[src/rtl/y86_instr_encoder.sv]
// Serialises one decoded Y86-64 instruction into byte-wide instruction memory, one byte per clock.
// Optional XOR checksum output csum_o is built when ENCODER_CHECKSUM_EN is defined.
module y86_instr_encoder #(
   parameter int ADDR_W    = 10,
   parameter int MEM_DEPTH = 1024
) (
   input  logic              clk_i,
   input  logic              rst_n_i,
   input  logic              base_load_i,
   input  logic [ADDR_W-1:0] base_addr_i,
   input  logic              in_valid_i,
   output logic              in_ready_o,
   input  logic [3:0]        icode_i,
   input  logic [3:0]        ifunc_i,
   input  logic [3:0]        rA_i,
   input  logic [3:0]        rB_i,
   input  logic [63:0]       valC_i,
   output logic              mem_we_o,
   output logic [ADDR_W-1:0] mem_addr_o,
   output logic [7:0]        mem_wdata_o,
   output logic              done_o,
   output logic              err_o,
   output logic [ADDR_W-1:0] wptr_o
`ifdef ENCODER_CHECKSUM_EN
   ,
   output logic [7:0]        csum_o
`endif
);

   typedef enum logic [1:0] {
      S_IDLE = 2'd0,
      S_EMIT = 2'd1,
      S_ERR  = 2'd2
   } state_t;

   localparam logic [ADDR_W:0] LP_DEPTH = (ADDR_W+1)'(MEM_DEPTH);
   localparam logic [ADDR_W:0] LP_ONE   = (ADDR_W+1)'(1);

   state_t            r_state, w_nextState;
   logic [ADDR_W:0]   r_wptr, w_nextWptr;
   logic [71:0]       r_shift, w_nextShift;
   logic [3:0]        r_remain, w_nextRemain;
   logic              r_we, w_nextWe;
   logic [ADDR_W-1:0] r_addr, w_nextAddr;
   logic [7:0]        r_wdata, w_nextWdata;
   logic              r_done, w_nextDone;
   logic              r_err, w_nextErr;

   logic              w_needRegids;
   logic              w_needValc;
   logic [3:0]        w_len;
   logic [79:0]       w_bytes;
   logic [ADDR_W:0]   w_end;
   logic              w_reject;

   // Instruction length and byte image, byte 0 in the low bits.
   always_comb begin
      w_needRegids = 1'b0;
      w_needValc   = 1'b0;
      case (icode_i)
         4'h2, 4'h6, 4'hA, 4'hB: w_needRegids = 1'b1;
         4'h3, 4'h4, 4'h5: begin
            w_needRegids = 1'b1;
            w_needValc   = 1'b1;
         end
         4'h7, 4'h8: w_needValc = 1'b1;
         default: ;
      endcase
      w_len = 4'd1 + (w_needRegids ? 4'd1 : 4'd0) + (w_needValc ? 4'd8 : 4'd0);
      w_bytes       = '0;
      w_bytes[7:0]  = {icode_i, ifunc_i};
      if (w_needRegids) begin
         w_bytes[15:8] = {rA_i, rB_i};
         if (w_needValc)
            w_bytes[79:16] = valC_i;
      end else if (w_needValc) begin
         w_bytes[71:8] = valC_i;
      end
   end

   // Pointer is one bit wider than the address so a full memory never wraps back to 0.
   assign w_end      = r_wptr + {{(ADDR_W-3){1'b0}}, w_len};
   assign w_reject   = (icode_i >= 4'hC) || (w_end > LP_DEPTH);
   assign in_ready_o = rst_n_i && (r_state == S_IDLE) && !base_load_i;

   always_comb begin
      w_nextState  = r_state;
      w_nextWptr   = r_wptr;
      w_nextShift  = r_shift;
      w_nextRemain = r_remain;
      w_nextWe     = 1'b0;
      w_nextAddr   = r_addr;
      w_nextWdata  = r_wdata;
      w_nextDone   = 1'b0;
      w_nextErr    = 1'b0;
      case (r_state)
         S_IDLE: begin
            if (base_load_i) begin
               w_nextWptr = {1'b0, base_addr_i};
            end else if (in_valid_i) begin
               if (w_reject) begin
                  w_nextState = S_ERR;
                  w_nextErr   = 1'b1;
               end else begin
                  w_nextState  = S_EMIT;
                  w_nextWe     = 1'b1;
                  w_nextAddr   = r_wptr[ADDR_W-1:0];
                  w_nextWdata  = w_bytes[7:0];
                  w_nextWptr   = r_wptr + LP_ONE;
                  w_nextShift  = w_bytes[79:8];
                  w_nextRemain = w_len - 4'd1;
                  w_nextDone   = (w_len == 4'd1);
               end
            end
         end
         S_EMIT: begin
            if (r_remain != 4'd0) begin
               w_nextWe     = 1'b1;
               w_nextAddr   = r_wptr[ADDR_W-1:0];
               w_nextWdata  = r_shift[7:0];
               w_nextWptr   = r_wptr + LP_ONE;
               w_nextShift  = r_shift >> 8;
               w_nextRemain = r_remain - 4'd1;
               w_nextDone   = (r_remain == 4'd1);
            end else begin
               w_nextState = S_IDLE;
            end
         end
         S_ERR:   w_nextState = S_IDLE;
         default: w_nextState = S_IDLE;
      endcase
   end

   always_ff @(posedge clk_i or negedge rst_n_i) begin
      if (!rst_n_i) begin
         r_state  <= S_IDLE;
         r_wptr   <= '0;
         r_shift  <= '0;
         r_remain <= '0;
         r_we     <= 1'b0;
         r_addr   <= '0;
         r_wdata  <= '0;
         r_done   <= 1'b0;
         r_err    <= 1'b0;
      end else begin
         r_state  <= w_nextState;
         r_wptr   <= w_nextWptr;
         r_shift  <= w_nextShift;
         r_remain <= w_nextRemain;
         r_we     <= w_nextWe;
         r_addr   <= w_nextAddr;
         r_wdata  <= w_nextWdata;
         r_done   <= w_nextDone;
         r_err    <= w_nextErr;
      end
   end

   assign mem_we_o    = r_we;
   assign mem_addr_o  = r_addr;
   assign mem_wdata_o = r_wdata;
   assign done_o      = r_done;
   assign err_o       = r_err;
   assign wptr_o      = r_wptr[ADDR_W-1:0];

`ifdef ENCODER_CHECKSUM_EN
   logic [7:0] r_csum;

   // Folds in each byte the cycle after it is written; a pointer load starts a new image.
   always_ff @(posedge clk_i or negedge rst_n_i) begin
      if (!rst_n_i)
         r_csum <= 8'h00;
      else if ((r_state == S_IDLE) && base_load_i)
         r_csum <= 8'h00;
      else if (r_we)
         r_csum <= r_csum ^ r_wdata;
   end

   assign csum_o = r_csum;
`endif

endmodule

[config.mk]
export PLATFORM = sky130hd
export DESIGN_NAME = y86_instr_encoder
export DESIGN_NICKNAME = d
export VERILOG_FILES = /design/src/rtl/y86_instr_encoder.sv
export SDC_FILE = /design/constraint.sdc
export NUM_CORES = 1
export LEC_CHECK = 0
export ABC_CLOCK_PERIOD_IN_PS = 7220
export CORE_MARGIN = 2
export CORE_UTILIZATION = 30
export CTS_BUF_LIST = sky130_fd_sc_hd__clkbuf_16
export CTS_CLUSTER_SIZE = 40
export DETAILED_ROUTE_END_ITERATION = 8
export GPL_TIMING_DRIVEN = 1
export PLACE_DENSITY = 0.56
export REMOVE_ABC_BUFFERS = 1
export SYNTH_ARGS = -nofsm -noshare
export SYNTH_HDL_FRONTEND = slang
export SYNTH_SLANG_ARGS = --single-unit
[constraint.sdc]
create_clock -name clk_i -period 7.22 [get_ports clk_i]
set_clock_uncertainty 0.1 [all_clocks]
set_input_delay 1.444 -clock clk_i [delete_from_list [all_inputs] [get_ports clk_i]]
set_output_delay 1.444 -clock clk_i [all_outputs]
set_load 0.02 [all_outputs]
==> metrics.cfg <==
[global_routing]
grt_pass1_vias = 4982
grt_start_max_net_pins = 81
grt_busiest_layer = met2
use_met1 = 0.208
grt_antenna_before_repair = 0
met2_usage = 0.232
use_met3 = 0.0370
grt_first_pass_wirelength_um = 27700
overflow = 0
grt_use_total = 0.147

[setup_path]
cp-start-kind = input pin
cp_data_arrival_time_ns = 5.71
reg2reg_from = r_wptr[0]$_DFFE_PN0P_
critical_path_required_ns = 7.36
r2r-end = r_shift[60]$_DFFE_PN0P_
path_class = input pin to flip-flop
rrSetupSlack_ns = 3.57
cp-end-kind = flip-flop
ff2ff_path_depth = 9
cp_cell_sequence = clkdlybuf4s50_1 -> a21oi_1 -> mux2_4 -> inv_2 -> ha_1 -> fa_1 -> a31oi_1 -> or4_4 -> and2_4 -> a21oi_4 -> and2_4 -> inv_6 -> mux2_4
cpPeakStageDelay_ns = 0.56
critical-path-slowest-cell = clkdlybuf4s50_1
crit_fanout = 70

[timing]
fin_crit_sh = 0.771
setup_viol = 0
finalCriticalPeriod_ns = 5.57
finalSetupTns_ns = 0
rsz0062_at_grt = false
hold_viol_final = 0
slew_violations = 0
fmax_mhz = 180
tightestPinTransition_ns = 0.890
slew-limit-headroom = 0.407

[hold_path]
holdPathStages = 1
hold_class = flip-flop to flip-flop
holdPathEnd = r_shift[7]$_DFFE_PN0P_
hold_path.startpoint = r_shift[7]$_DFFE_PN0P_

[finish]
final_common_cell = clkdlybuf4s50_1
most-common-layout-cells = clkdlybuf4s50_1, dfrtp_1, nand2_1
fillCellCount = 2248
seqCellArea_um2 = 2750
fin_cells = 1021
area_delta_synth_final_pct = 23.2
drive_gt1_frac = 0.159
nNetsFinal = 833
final_util = 0.373
multi_input_area_um2 = 3640
stdcell_area_um2 = 8400
antenna_cells = 0

[yosys]
netlist-cell-type-count = 54
netlist_area_um2 = 6820
synth_edf_count = 0
syn_inst = 651
syn_avg_cell_area_um2 = 10.5
synth_seq_area_share = 0.404
synth_ff_type = dfrtp_1
synth_async_sr_flop_share = 1.00
yosys_warnings = 0
synth-seq-cells = 110

[route]
wl_per_cell_um = 16.9
first_iter_violations = 260
wirelength_um = 17300
drc = 0
vias = 5091
drt_first_pass_iters = 4
ant_nets = 0
vias_per_cell = 4.99

[place]
gp_congestion = 0.796
port-buffer-count = 125
dpl.cell_count = 1005
dp_hpwl_um = 12000
placed_area_um2 = 8110

[floorplanning]
coreArea_um2 = 22500
floorplan.initialDensity = 0.303
die_height_um = 155
row_count = 55
io_pins = 126
die_area_um2 = 23900
die_w_um = 155

[power_and_ir_drop]
leakage_uw = 0.00365
p_clk_frac = 0.156
comb_power_share = 0.499
p_int_uw = 1980
p_sw_frac = 0.385
power_density_nw_per_um2 = 384
vdd_ir_drop_max_mv = 0.197
seq_power_share = 0.346
p_switching_uw = 1240

[run]
cap_violations = 0

[clocking]
clock_sinks = 110
cts_setup_buffers = 0
cts-root-buf = clkbuf_16
cts_resized = 0
clock_latency_ns = 0.36
cts_tree = built
htreeDepth = 3
cts_max_path_buffers = 2
cts.reportedPaths.clkPinSlew_ns = 0.07
cts_hold_buf = 0
cts_made_buffers = 9

[outcome]
status = completed

[per-layer routing]
metal  routed length [um]  share of wire
met5                    0              0
met2                 7890           0.46
met3                  886          0.051
met4                  129         0.0075
met1                 8360           0.48
[critical path, delay by kind of cell]
kind            cells  cell delay (ns)
buf+inv             3             1.19
fa+ha+maj           2             0.46
compound gates      3             0.59
mux                 2             0.81
simple gates        3             1.15
[metrics by stage]
step	worst slack, ns	power, uW	hold slack (ns)
after floorplan	1.10	2220	0.369
after global placement	1.29	2730	0.388
after detailed placement	1.25	2750	0.393
after CTS	1.63	3270	0.413
after global routing	1.39	3460	0.421
final	1.65	3230	0.406
[cells by family after synthesis]
logic type                 share of synthesized area
adders and majority gates                     0.0158
AOI/OAI and AO/OA                              0.158
xor gates and xnor gates                     0.00514
muxes                                          0.243
DFF                                            0.404
buffers and inverters                         0.0637
and+or+nand+nor                                0.111
[layout make-up]
type,count,share of cell area
multi-input combinational,464,0.434
sequential,110,0.328
timing repair buffer,131,0.154
tap,285,0.0425
clock buffer,9,0.0268
clock inverter,7,0.00790
inverter,15,0.00730
[registers in the layout (all words and copies together), names as in the netlist, 2 cells and up]
| register | count |
|---|---|
| r_remain | 4 |
| r_wptr | 11 |
| mem_addr_o | 10 |
| mem_wdata_o | 8 |
| r_shift | 72 |
| r_state | 2 |
[Yosys cell counts, types with 2 or more instances]
library cell / count / share of area
dfrtp_1: 110 / 0.40
nand2_1: 103 / 0.057
mux2_4: 64 / 0.14
mux2i_1: 59 / 0.087
o31ai_1: 59 / 0.065
clkbuf_1: 29 / 0.016
o21ai_0: 26 / 0.019
nor2_1: 21 / 0.012
nand3_1: 14 / 0.010
a2bb2oi_1: 13 / 0.017
buf_2: 13 / 0.0095
inv_1: 13 / 0.0072
a21oi_1: 12 / 0.0088
buf_4: 10 / 0.011
mux2_2: 9 / 0.015
buf_8: 7 / 0.015
ha_1: 7 / 0.013
nand2b_1: 5 / 0.0046
nor3_1: 5 / 0.0037
o221a_2: 5 / 0.0083
a221oi_1: 4 / 0.0051
a31o_2: 4 / 0.0051
a31oi_1: 4 / 0.0037
and2_1: 4 / 0.0037
and3_1: 4 / 0.0037
nand4_1: 4 / 0.0037
or2_2: 4 / 0.0037
a211oi_1: 3 / 0.0033
a22o_1: 3 / 0.0039
a22oi_1: 3 / 0.0033
xnor2_1: 3 / 0.0039
a21o_1: 2 / 0.0022
and2_4: 2 / 0.0026
buf_1: 2 / 0.0011
o22a_1: 2 / 0.0026
[how the worst max path moves through the flow]
stage                                         end  slack, ns       start
after global placement    r_shift[39]$_DFFE_PN0P_       1.29  icode_i[1]
after floorplan            r_shift[0]$_DFFE_PN0P_       1.10  icode_i[1]
after global routing      r_shift[31]$_DFFE_PN0P_       1.39  icode_i[1]
final                     r_shift[60]$_DFFE_PN0P_       1.65  icode_i[1]
after detailed placement  r_shift[60]$_DFFE_PN0P_       1.25  icode_i[0]
after CTS                 r_shift[43]$_DFFE_PN0P_       1.63  icode_i[0]
[power by group through the flow]
stage	combinational [uW]	sequential (uW)	clock, uW
after CTS	1630	1110	521
after global routing	1760	1160	545
after detailed placement	1630	1120	0
after floorplan	1070	1150	0
final	1610	1110	503
after global placement	1610	1120	0
No activity file was read; power rests on OpenSTA's default activity.
